--- config.mk ---
export PLATFORM = sky130hd
export DESIGN_NAME = commit_controller
export DESIGN_NICKNAME = d
export VERILOG_FILES = /design/src/rtl/commit_controller.sv
export SDC_FILE = /design/constraint.sdc
export NUM_CORES = 1
export LEC_CHECK = 0
export CAP_MARGIN = 20
export CORE_MARGIN = 8
export CORE_UTILIZATION = 65
export DETAILED_ROUTE_END_ITERATION = 10
export DONT_BUFFER_PORTS = 1
export PLACE_DENSITY = 0.85
export SLEW_MARGIN = 20
export SYNTH_ARGS = -nofsm -noshare
export SYNTH_HDL_FRONTEND = slang
export SYNTH_SLANG_ARGS = --single-unit
--- constraint.sdc ---
create_clock -name Sys_clk -period 3.25 [get_ports Sys_clk]
set_input_delay 0.1625 -clock Sys_clk [delete_from_list [all_inputs] [get_ports Sys_clk]]
set_output_delay 0.1625 -clock Sys_clk [all_outputs]
set_load 0.005 [all_outputs]
--- src/rtl/commit_controller.sv ---
// In-order commit controller: retires the RoB head, handles store handshakes and redirects on mispredicts.
// Optional COMMIT_PERF_CNT_EN adds commit and mispredict counters.
module commit_controller #(
    parameter int unsigned RoB_WIDTH    = 8,
    parameter int unsigned EX_REG_WIDTH = 6
) (
    input  logic                    Sys_clk,
    input  logic                    Sys_rst,
    input  logic                    Sys_rdy,
    input  logic                    RoBCC_head_valid,
    input  logic                    RoBCC_head_ready,
    input  logic [1:0]              RoBCC_head_type,
    input  logic [RoB_WIDTH-1:0]    RoBCC_head_index,
    input  logic [EX_REG_WIDTH-1:0] RoBCC_head_rd,
    input  logic [31:0]             RoBCC_head_value,
    input  logic                    RoBCC_head_pred,
    input  logic                    RoBCC_head_taken,
    input  logic [31:0]             RoBCC_head_target,
    output logic                    CCRoB_pop,
    output logic                    CCRF_en,
    output logic [RoB_WIDTH-1:0]    CCRF_RoB_index,
    output logic [EX_REG_WIDTH-1:0] CCRF_rd,
    output logic [31:0]             CCRF_value,
    output logic                    CCRF_pre_judge,
    output logic                    CCLSB_store_req,
    output logic [RoB_WIDTH-1:0]    CCLSB_store_index,
    input  logic                    LSBCC_store_done,
    output logic                    CCIF_flush,
`ifdef COMMIT_PERF_CNT_EN
    output logic [31:0]             CC_commit_cnt,
    output logic [31:0]             CC_mispred_cnt,
`endif
    output logic [31:0]             CCIF_pc
);

    localparam logic [EX_REG_WIDTH-1:0] NON_REG = EX_REG_WIDTH'(6'b100000);

    localparam logic [1:0] TYPE_REG    = 2'd0;
    localparam logic [1:0] TYPE_STORE  = 2'd1;
    localparam logic [1:0] TYPE_BRANCH = 2'd2;
    localparam logic [1:0] TYPE_JALR   = 2'd3;

    typedef enum logic [1:0] {
        RUN        = 2'd0,
        STORE_WAIT = 2'd1,
        FLUSH      = 2'd2
    } state_t;

    state_t      state, state_nxt;
    logic [31:0] target, target_nxt;
    logic        go;

    // State and redirect target register
    always_ff @(posedge Sys_clk or posedge Sys_rst) begin
        if (Sys_rst) begin
            state  <= RUN;
            target <= 32'd0;
        end else begin
            state  <= state_nxt;
            target <= target_nxt;
        end
    end

    // Next state and combinational outputs; reset and freeze both mask every enable
    always_comb begin
        state_nxt         = state;
        target_nxt        = target;
        CCRoB_pop         = 1'b0;
        CCRF_en           = 1'b0;
        CCRF_RoB_index    = '0;
        CCRF_rd           = NON_REG;
        CCRF_value        = 32'd0;
        CCRF_pre_judge    = 1'b1;
        CCLSB_store_req   = 1'b0;
        CCLSB_store_index = '0;
        CCIF_flush        = 1'b0;
        CCIF_pc           = 32'd0;

        go = !Sys_rst && Sys_rdy && (state == RUN) && RoBCC_head_valid && RoBCC_head_ready;

        if (!Sys_rst && Sys_rdy) begin
            case (state)
                RUN: begin
                    if (go) begin
                        case (RoBCC_head_type)
                            TYPE_REG, TYPE_JALR: begin
                                CCRoB_pop      = 1'b1;
                                CCRF_en        = 1'b1;
                                CCRF_RoB_index = RoBCC_head_index;
                                CCRF_rd        = RoBCC_head_rd;
                                CCRF_value     = RoBCC_head_value;
                                if (RoBCC_head_type == TYPE_JALR) begin
                                    target_nxt = RoBCC_head_target;
                                    state_nxt  = FLUSH;
                                end
                            end
                            TYPE_STORE: begin
                                CCLSB_store_req   = 1'b1;
                                CCLSB_store_index = RoBCC_head_index;
                                state_nxt         = STORE_WAIT;
                            end
                            TYPE_BRANCH: begin
                                CCRoB_pop = 1'b1;
                                if (RoBCC_head_pred != RoBCC_head_taken) begin
                                    target_nxt = RoBCC_head_target;
                                    state_nxt  = FLUSH;
                                end
                            end
                            default: ;
                        endcase
                    end
                end
                STORE_WAIT: begin
                    if (LSBCC_store_done) begin
                        CCRoB_pop = 1'b1;
                        state_nxt = RUN;
                    end
                end
                FLUSH: begin
                    CCRF_pre_judge = 1'b0;
                    CCIF_flush     = 1'b1;
                    CCIF_pc        = target;
                    state_nxt      = RUN;
                end
                default: state_nxt = RUN;
            endcase
        end
    end

`ifdef COMMIT_PERF_CNT_EN
    // Retirement and redirect counters, free-running modulo 2^32
    always_ff @(posedge Sys_clk or posedge Sys_rst) begin
        if (Sys_rst) begin
            CC_commit_cnt  <= 32'd0;
            CC_mispred_cnt <= 32'd0;
        end else begin
            if (CCRoB_pop)
                CC_commit_cnt <= CC_commit_cnt + 32'd1;
            if (state_nxt == FLUSH && state != FLUSH)
                CC_mispred_cnt <= CC_mispred_cnt + 32'd1;
        end
    end
`endif

endmodule

== Word level (Yosys, flattened, before mapping) ==
Index checks and enable logic that the tools add are counted.

* Bits in registers: 34
* Input bits: 88
* Output and inout bits: 91
* Logic and storage cells: 70

* Equal/unequal tests: 12
* Muxes and demuxes: 44
* Reduce and logical (&&, ||, !) cells: 12

{| class="wikitable"
|+ Operators with widths
! kind !! count
|-
| 2-to-1 mux 32 bit || 8
|-
| 2-to-1 mux 8 bit || 8
|-
| one-hot mux 32 bit (2 select lines) || 1
|-
| 2-to-1 mux 6 bit || 4
|-
| 2-to-1 mux 1 bit || 16
|-
| 2-to-1 mux 2 bit || 4
|-
| != test 2 bit (second input constant) || 4
|-
| equality test 2 bit (second input constant) || 3
|-
| != test 3 bit (second input constant) || 2
|-
| one-hot mux 2 bit (3 select lines) || 1
|-
| AND reduction 6 bit || 1
|-
| AND reduction 5 bit || 1
|-
| equality test 2 x 1 -> 1 bit (second input constant) || 2
|-
| logical AND 1 bit || 4
|-
| zero test 2 bit || 2
|-
| one-hot mux 2 bit (2 select lines) || 1
|-
| OR reduction 3 bit || 1
|-
| one-hot mux 1 bit (2 select lines) || 1
|-
| nonzero test 2 bit || 1
|-
| OR reduction 2 bit || 1
|-
| zero test 1 bit || 1
|-
| != test 1 bit || 1
|}

== Longest topological paths before layout ==
Gate-level depths: netlist (run 1).

* Depth in word-level cells: 8
* Depth in mapped cells: 7
* Depth with buffers taken out: 6

== Worst setup path after synthesis (run 1) ==
OpenSTA, ideal clock, no wires.

* Path kind: register to register
* Start: register state[0]
* End: register target[0]
* Library setup time: 125 ps
* Arrival: 1520 ps
* Data required time: 3125 ps
* Path slack: 1605 ps
* Stages on the path, launching flop included: 5
* Buffers on the path: 1
* Period minus slack after synthesis: 1645 ps
* Path through: dfrtp_1 -> nor4_4 -> nand3_4 -> buf_6 -> mux2_4

* Longest elaborated chain between the ends: 5

{| class="wikitable"
|+ RTL lines
! what !! line !! text
|-
| from (decl) || 49 || <nowiki>state_t state, state_nxt;</nowiki>
|-
| from (signal assigned) || 59 || <nowiki>state <= state_nxt;</nowiki>
|-
| zero test 2 bit (*) || 79, 82 ||
|-
| logical AND 1 bit (3 in series) || 79 || <nowiki>go = !Sys_rst && Sys_rdy && (state == RUN) && RoBCC_head_valid && RoBCC_head_ready;</nowiki>
|-
| AND reduction 6 bit (no source line) (*) || - ||
|-
| to (signal assigned) || 60 || <nowiki>target <= target_nxt;</nowiki>
|-
| to (decl) || 50 || <nowiki>logic [31:0] target, target_nxt;</nowiki>
|}

Every way passes the cells marked *; elsewhere a longest branch is shown, timed or not.
A chain may end at the register's enable or synchronous reset.

== Final worst setup path (run 1) ==
* Start: register state[0]
* End: output CCRF_value[13]

* Longest elaborated chain between the ends: 7

{| class="wikitable"
|+ RTL lines
! what !! line !! text
|-
| zero test 2 bit (*) || 79, 82 ||
|-
| logical AND 1 bit (3 in series) || 79 ||
|-
| 2-to-1 mux 32 bit || 84 || <nowiki>if (go) begin</nowiki>
|-
| 2-to-1 mux 32 bit (*) || 82 || <nowiki>case (state)</nowiki>
|-
| 2-to-1 mux 32 bit (*) || 81 || <nowiki>if (!Sys_rst && Sys_rdy) begin</nowiki>
|-
| to (decl) || 23 || <nowiki>output logic [31:0] CCRF_value,</nowiki>
|}

Marks and branches as above.

==> results of run 1 <==
[cell type report]
cell class                 instances  area, µm²  share of cell area
antenna                            2       5.00             0.00190
clock buffer                       6       51.3              0.0195
clock inverter                     2       60.1              0.0228
inverter                           6       22.5             0.00855
multi-input combinational        144       1240               0.471
sequential                        34        851               0.323
tap                               46       57.6              0.0219
timing repair buffer              35        345               0.131
[worst max-delay path: stages, from the launching register on]
cell	delay, ns
dfrtp_1	0.47
or4_4	0.61
nor2_4	0.55
and2_1	0.29
[kinds of logic after synthesis]
kind of cell,Yosys count,synth area share
AO/OA/AOI/OAI,6,0.0161
XOR/XNOR,1,0.00403
adder cells (fa/ha/maj),5,0.0288
buffers and inverters,16,0.0403
flip-flops,34,0.391
multiplexers,32,0.217
AND/OR/NAND/NOR,100,0.302
[state kept, by name, summed over array words and instances (netlist names)]
| register | count |
|---|---|
| target | 32 |
| state | 2 |
[synthesized netlist by cell type, types with 2 or more instances]
cell and count:
and3_1 8, ha_1 5, and2_1 77, dfrtp_1 34, mux2_2 2, clkbuf_2 3, clkbuf_1 3, o21ai_0 3
buf_6 3, mux2_4 30, nor2_1 2, inv_1 6, nand2_1 4
[worst max path at each step]
stage / to / slack [ns]
after floorplan: target[0] / 1.60
after global placement: target[2] / 1.14
after detailed placement: target[10] / 1.04
after CTS: CCRF_value[0] / 0.91
after global routing: CCRF_value[14] / 0.72
final: CCRF_value[13] / 0.83
[metal layers]
metal	up-vias	GRT usage	routed length (µm)	part of all wire
met1	803	0.285	2740	0.37
met4	0	0.102	193	0.026
met2	111	0.448	3870	0.53
li1	691	-	-	-
met3	15	0.0641	537	0.073
met5	-	0	0	0
[through the flow]
| step | setup slack [ns] | cell area, µm² |
|---|---|---|
| detailed placement | 1.04 | 2190 |
| CTS | 0.906 | 2630 |
| finish | 0.830 | 2630 |
| global route | 0.721 | 2630 |
| global placement | 1.14 | 2190 |
| floorplan | 1.60 | 2170 |
[power groups by stage]
stage                     Clock, µW  Sequential (µW)  Combinational [µW]
final                           414              623                 278
after global routing            435              628                 296
after CTS                       406              605                 273
after detailed placement          0              612                 236
after global placement            0              601                 222
after floorplan                   0              585                 209
==> flow_summary.json, run 1 <==
{
  "outcome": "completed",
  "cap_violations": 0,
  "fin_cells": 275,
  "worstRegToRegCells": 3,
  "rows": 21,
  "start_util": 0.662,
  "critPathLaunchType": "flip-flop",
  "rsz0062_at_grt": "no",
  "htree_levels": 2,
  "power_frac_comb": 0.211,
  "num-fill-cells": 185,
  "slew_headroom": 0.548,
  "min_path_cells": 3,
  "worstPathArrival_ns": 2.26,
  "drtIter0Drc": 95,
  "critPathMaxFanout": 46,
  "grt.total_usage": 0.255,
  "ctsHoldBuffers": 33,
  "root_buffer": "clkbuf_4",
  "clock_power_share": 0.315,
  "postCtsSetupBuffers": 0,
  "antenna_found_initial": 1,
  "powerDensity_nw_per_um2": 499,
  "switching_share": 0.247,
  "total_leakage_power_uw": 0.00131,
  "r2r_slack_ns": 0.99,
  "hold_end": "state[1]",
  "port_buffers": 0,
  "hpwl_um": 4860,
  "synth_area_um2": 2170,
  "wl_per_cell_um": 26.7,
  "synth_top_area_frac": 0.391,
  "path_clk_slew_ns": 0.10,
  "cts_tree": "built",
  "ioPinCount": 179,
  "period_share": 0.745,
  "ys_seq_elements": 34,
  "clkLatencyLatePin_ns": 0.34,
  "tightestPinTransition_ns": 0.676,
  "area_delta_synth_final_pct": 21.1,
  "power_uw": 1310,
  "vias_per_cell": 5.89,
  "grt_pass1_vias": 1759,
  "core_area_um2": 3280,
  "layout_commonest_cell": "and2_1",
  "critPathKind": "reg -> out",
  "startpoint": "state[0]",
  "ys.flop_type": "dfrtp_1",
  "drt-total-wl_um": 7330,
  "worstHoldStart": "Sys_rdy",
  "grt_pass1_wl_um": 10300,
  "ctsLongestPathBuffers": 2,
  "syn_inst": 194,
  "dpl.cell_count": 232,
  "antenna_left": 0,
  "cp-end-kind": "output port",
  "clock-sinks": 34,
  "setup_violations": 0,
  "setup_tns_ns": 0,
  "synthDistinctLibCells": 27,
  "cts_buffers": 5,
  "max_freq_ghz": 0.413,
  "ys_seq_area_frac": 0.391,
  "hold_viol": 0,
  "final_nets": 319,
  "period_minus_slack_ns": 2.42,
  "synth_nets": 287,
  "gp_congestion": 0.813,
  "grt_max_degree": 47,
  "gr-total-overflow": 0,
  "fin_util": 0.802,
  "synthArstFlopShare": 1.00,
  "power_switching_uw": 325,
  "vias": 1620,
  "synth_area_leader_cell": "dfrtp_1",
  "syn_area_per_cell_um2": 11.2,
  "holdWs_ns": 0.0580,
  "peakVddDrop_v": 0.000221,
  "synth_edf_count": 0,
  "intPower_uw": 989,
  "r2r-start": "state[0]",
  "die_w_um": 73.8,
  "cts_resized": 0,
  "synthTopCellsByArea": "dfrtp_1 39%, and2_1 22%, mux2_4 21%",
  "fp.dieH_um": 73.8,
  "required_ns": 3.09,
  "firstDrtPassIters": 4,
  "finClkSkew_ns": 0.0104,
  "drive_gt1_frac": 0.211,
  "die_area_um2": 5450,
  "r2r_end": "target[27]",
  "seqPwrFrac": 0.474,
  "drv_slew": 0,
  "final_cell_mix": "77 x and2_1, 34 x dfrtp_1, 33 x dlygate4sd3_1, 30 x mux2_4, 8 x and3_1",
  "hold_path_class": "in -> reg",
  "drc": 0,
  "synth_warnings": 0
}
(Power assumes the default switching activity.)
==> inputs of run 2 (changes only) <==
--- a/config.mk
+++ b/config.mk
@@ -7,10 +7,10 @@
 export LEC_CHECK = 0
 export CAP_MARGIN = 20
 export CORE_MARGIN = 8
-export CORE_UTILIZATION = 65
+export CORE_UTILIZATION = 57
 export DETAILED_ROUTE_END_ITERATION = 10
 export DONT_BUFFER_PORTS = 1
-export PLACE_DENSITY = 0.85
+export PLACE_DENSITY = 0.79
 export SLEW_MARGIN = 20
 export SYNTH_ARGS = -nofsm -noshare
 export SYNTH_HDL_FRONTEND = slang
==> constraint.sdc (replaced) <==
create_clock -name Sys_clk -period 1.95 [get_ports Sys_clk]
set_input_delay 0.0975 -clock Sys_clk [delete_from_list [all_inputs] [get_ports Sys_clk]]
set_output_delay 0.0975 -clock Sys_clk [all_outputs]
set_load 0.005 [all_outputs]
==> run 2 against run 1 <==
  * Largest cell class unchanged
  * Clock-buffer cell count is 1 lower
  * Sequential share of layout area is 0.77 points lower
  * Worst setup slack worse by 0.80 ns
  * Highest routed layer unchanged
  * Critical endpoint is now CCRF_value[28]
==> flow_summary.json, run 2 (same netlist as run 1, synthesis figures left out) <==
{
  "worstPathArrival_ns": 1.82,
  "clock-sinks": 34,
  "drc": 0,
  "period_share": 0.984,
  "powerDensity_nw_per_um2": 716,
  "multi_input_area_um2": 1250,
  "max_freq_ghz": 0.521,
  "die_area_um2": 6050,
  "area_delta_synth_final_pct": 24.5,
  "ctsLongestPathBuffers": 2,
  "vias_per_cell": 5.46,
  "core_area_um2": 3660,
  "gr-total-overflow": 0,
  "grt_pass1_wl_um": 10400,
  "finClkSkew_ns": 0.00252,
  "layout_commonest_cell": "and2_1",
  "setup_violations": 0,
  "ioPinCount": 179,
  "grt_pass1_vias": 1798,
  "hold_viol": 0,
  "fin_util": 0.739,
  "grt_max_degree": 47,
  "cts_tree": "built",
  "holdWs_ns": 0.0613,
  "start_util": 0.594,
  "root_buffer": "clkbuf_8",
  "drv_slew": 0,
  "grt.total_usage": 0.220,
  "tightestPinTransition_ns": 0.410,
  "drt-total-wl_um": 6980,
  "largest_register": "target",
  "clkLatencyLatePin_ns": 0.27,
  "cts_buffers": 5,
  "setup_tns_ns": 0,
  "fin_cells": 282,
  "critPathKind": "reg -> out",
  "peakVddDrop_v": 0.000242,
  "htree_levels": 2,
  "dpl.cell_count": 237,
  "setup_ws_ns": 0.0317,
  "rows": 22,
  "outcome": "completed",
  "final_cell_mix": "74 x and2_1, 33 x dlygate4sd3_1, 32 x dfrtp_1, 30 x mux2_4, 8 x and3_1",
  "die_w_um": 77.8,
  "largest_reg_flops": 32,
  "reg.largest.list": "target: 32 flops, state: 2 flops",
  "cp-end-kind": "output port",
  "period_minus_slack_ns": 1.92,
  "antenna_found_initial": 1,
  "required_ns": 1.85,
  "final_nets": 326,
  "rsz0062_at_grt": "yes",
  "cap_violations": 0,
  "hpwl_um": 5260,
  "path_clk_slew_ns": 0.06,
  "critPathMaxFanout": 22,
  "wl_per_cell_um": 24.8,
  "slew_headroom": 0.727,
  "critPathLaunchType": "flip-flop",
  "gp_congestion": 0.926,
  "final-seq-area_um2": 853,
  "total_leakage_power_uw": 0.00135,
  "pre_cts_ws_ns": 0.292,
  "drive_gt1_frac": 0.253,
  "num-fill-cells": 234,
  "port_buffers": 0,
  "vias": 1541,
  "drtIter0Drc": 39,
  "antenna_left": 0,
  "fp.dieH_um": 77.8,
  "hold_path_class": "in -> reg",
  "firstDrtPassIters": 4
}
-- run 2: changes by cell type in the layout (fill, tap and decap cells not counted), sizes merged --
cell | previous run | this run
bufinv | 2 | 0
buf | 2 | 8
diode | 2 | 1
clkinv | 0 | 2
-- run 2: power breakdown --
group / switching [µW] / internal (µW)
registers: 108 / 901
clock network: 224 / 239
logic: 140 / 327
-- run 2: critical path: stages (launching register included) --
cell and delay [ns]:
dfrtp_2 0.42, or4_4 0.58, nor2_4 0.19, clkbuf_16 0.19, and2_1 0.16
-- run 2: path summary, 6_finish.rpt --
check / startpoint / endpoint / slack [ns] / cells past startpoint
max: state[0] / CCRF_value[28] / 0.03 / 4
min: Sys_rdy / state[1] / 0.06 / 3
max reg2reg: state[0] / target[12] / 0.26 / 5
min reg2reg: target[7] / target[7] / 0.51 / 1
max in group asynchronous: Sys_rst / state[1] / 1.20 / 3
min in group asynchronous: Sys_rst / target[22] / 0.42 / 3
-- run 2: final cells by class --
cell class,instances,share of cell area
Clock inverter,2,0.00370
Timing Repair Buffer,42,0.163
Tap cell,48,0.0222
Multi-Input combinational cell,144,0.461
Inverter,6,0.00832
Antenna cell,1,0.000925
Sequential cell,34,0.315
Clock buffer,5,0.0254
-- run 2: metal layers --
layer,vias to the layer above,routed length (µm),track usage
met5,-,0,0
met4,0,137,0.0925
met3,11,650,0.0783
met2,95,3940,0.419
met1,731,2260,0.204
li1,704,-,-
-- run 2: timing repair --
item | CTS | global route
setup buffers | 0 | 3
hold buffers | 33 | 0
cloned | 0 | 1
hold endpoints to repair | 66 | 0
resized for setup | 1 | 4
setup endpoints to repair | 2 | 45
pin swaps | 0 | 2
-- run 2: metrics by stage --
stage               area (µm²)  power (µW)
CTS                       2650        1940
global route              2710        2040
detailed placement        2240        1410
finish                    2710        1940
global placement          2240        1380
floorplan                 2170        1320
==> inputs of run 3 (changes only) <==
--- a/config.mk
+++ b/config.mk
@@ -7,10 +7,11 @@
 export LEC_CHECK = 0
 export CAP_MARGIN = 20
 export CORE_MARGIN = 8
-export CORE_UTILIZATION = 57
+export CORE_UTILIZATION = 63
+export CTS_CLUSTER_SIZE = 8
 export DETAILED_ROUTE_END_ITERATION = 10
 export DONT_BUFFER_PORTS = 1
-export PLACE_DENSITY = 0.79
+export PLACE_DENSITY = 0.83
 export SLEW_MARGIN = 20
 export SYNTH_ARGS = -nofsm -noshare
 export SYNTH_HDL_FRONTEND = slang
==> constraint.sdc (replaced) <==
create_clock -name Sys_clk -period 2.1 [get_ports Sys_clk]
set_input_delay 0.105 -clock Sys_clk [delete_from_list [all_inputs] [get_ports Sys_clk]]
set_output_delay 0.105 -clock Sys_clk [all_outputs]
set_load 0.005 [all_outputs]
==> run 3 against run 2 <==
  * Clock skew increased by 0.0096 ns
  * Final area decreased by 0.55%
  * Die area shrank 7.6%
  * Sequential cell count did not move
  * Critical path depth stayed put
  * Cell count increased by 1.1%
  * Routed wire length down 3.3%
  * First-iteration DRC count rose to 2.7 times the previous value
  * Sequential share of layout area is 0.18 points higher
  * Core utilization rose by 6.7 points
  * Global-route usage up 2.7 points
  * Largest power group unchanged
==> flow_summary.json, run 3 (same netlist as run 1, synthesis figures left out) <==
{
  "antenna_left": 0,
  "worstRegToRegCells": 5,
  "die_w_um": 74.8,
  "crit_chain": "or4_4, nor2_4, buf_12, and2_1",
  "gp_congestion": 0.854,
  "hold_viol": 0,
  "peakVddDrop_v": 0.000394,
  "area_delta_synth_final_pct": 23.8,
  "clkLatencyLatePin_ns": 0.34,
  "period_minus_slack_ns": 2.02,
  "clock-sinks": 34,
  "drive_gt1_frac": 0.251,
  "total_leakage_power_uw": 0.00135,
  "critPathKind": "reg -> out",
  "hold_end": "state[1]",
  "drtIter0Drc": 107,
  "antenna_cells": 0,
  "critical_path_buf_inv_count": 1,
  "final_cell_mix": "77 x and2_1, 35 x dlygate4sd3_1, 32 x dfrtp_1, 30 x mux2_4, 11 x buf_4",
  "core_area_um2": 3340,
  "die_area_um2": 5590,
  "hpwl_um": 4950,
  "dpl.cell_count": 236,
  "grt_max_degree": 37,
  "ioPinCount": 179,
  "cap_violations": 0,
  "vias": 1600,
  "setup_violations": 0,
  "antenna_found_initial": 1,
  "firstDrtPassIters": 4,
  "fin_cells": 285,
  "critPathLaunchType": "flip-flop",
  "path_clk_slew_ns": 0.10,
  "critPathMaxFanout": 36,
  "cts_buffers": 5,
  "cpPeakStageDelay_ns": 0.58,
  "largest_register": "target",
  "r2r-start": "state[0]",
  "tightestPinTransition_ns": 0.424,
  "drt-total-wl_um": 6750,
  "period_share": 0.961,
  "worstPathArrival_ns": 1.91,
  "hold_path_class": "in -> reg",
  "wl_per_cell_um": 23.7,
  "worstHoldStart": "Sys_rst",
  "rows": 21,
  "max_freq_ghz": 0.496,
  "reg.largest.list": "target: 32 flops, state: 2 flops",
  "ctsLongestPathBuffers": 2,
  "min_path_cells": 3,
  "required_ns": 2.00,
  "grt_pass1_vias": 1796,
  "cp_top_family": "simple AND/OR/NAND/NOR gates",
  "powerDensity_nw_per_um2": 658,
  "grt_pass1_wl_um": 10200,
  "layout_commonest_cell": "and2_1",
  "r2r_slack_ns": 0.36,
  "drv_slew": 0,
  "r2r_end": "target[22]",
  "gr-total-overflow": 0,
  "start_util": 0.652,
  "drc": 0,
  "htree_levels": 2,
  "outcome": "completed",
  "fp.dieH_um": 74.8,
  "slew_headroom": 0.717,
  "cp-end-kind": "output port",
  "final_nets": 331,
  "port_buffers": 0,
  "vias_per_cell": 5.61,
  "cts_tree": "built",
  "root_buffer": "clkbuf_4",
  "power_uw": 1770,
  "finClkSkew_ns": 0.0121,
  "cp_slowest_cell": "or4_4",
  "largest_reg_flops": 32,
  "grt.total_usage": 0.247,
  "setup_tns_ns": 0
}
==> run 3: metal layers <==
layer | routed length, µm | track usage
met1 | 2410 | 0.258
met2 | 3560 | 0.440
met3 | 692 | 0.103
met4 | 85 | 0.0696
met5 | 7 | 0
==> run 3: stage by stage <==
stage	setup WS, ns	instance area (µm²)	hold WS (ns)	util
2_1_floorplan	0.455	2170	0.247	-
3_3_place_gp	0.402	2230	0.105	0.668
3_5_place_dp	0.337	2230	0.122	0.668
4_1_cts	0.0367	2650	0.0524	0.795
5_1_grt	-0.00221	2690	0.0566	0.807
6_report	0.0822	2690	0.0726	0.807
==> run 3: layout make-up <==
cell class | count | area (µm²)
inverter | 6 | 22.5
sequential | 34 | 853
tap | 46 | 57.6
multi-input combinational | 144 | 1240
clock buffer | 6 | 51.3
timing repair buffer | 47 | 453
clock inverter | 2 | 12.5
fill | 194 | 646
==> run 3: worst register-to-register path, cell delays in order (launching register included) <==
cell and delay [ns]:
dfrtp_2 0.44, buf_4 0.15, nor4_4 0.34, nand3_4 0.10, buf_4 0.27, mux2_4 0.35
==> run 3: repair_timing <==
action / in CTS / in global routing
endpoints found under the setup margin: 35 / 44
gates resized for setup: 0 / 2
hold endpoints to repair: 68 / 0
hold buffers: 35 / 0
pin swaps: 1 / 0
buffers inserted: 1 / 5
==> run 3: worst max path at each step <==
stage / start / depth (start not counted) / end
detailed placement: state[0] / 4 / CCRF_value[20]
CTS: state[0] / 4 / CCRF_value[20]
global placement: state[0] / 4 / CCRF_RoB_index[1]
finish: state[0] / 4 / CCRF_value[17]
global route: state[0] / 4 / CCRF_value[17]
floorplan: state[0] / 4 / target[0]
==> run 3: where the power goes <==
part,internal [µW],leakage (µW),total [µW],switching [µW]
clock,161,0.0000343,390,229
sequential,834,0.000420,941,107
combinational,307,0.000893,440,133
total,1300,0.00135,1770,468
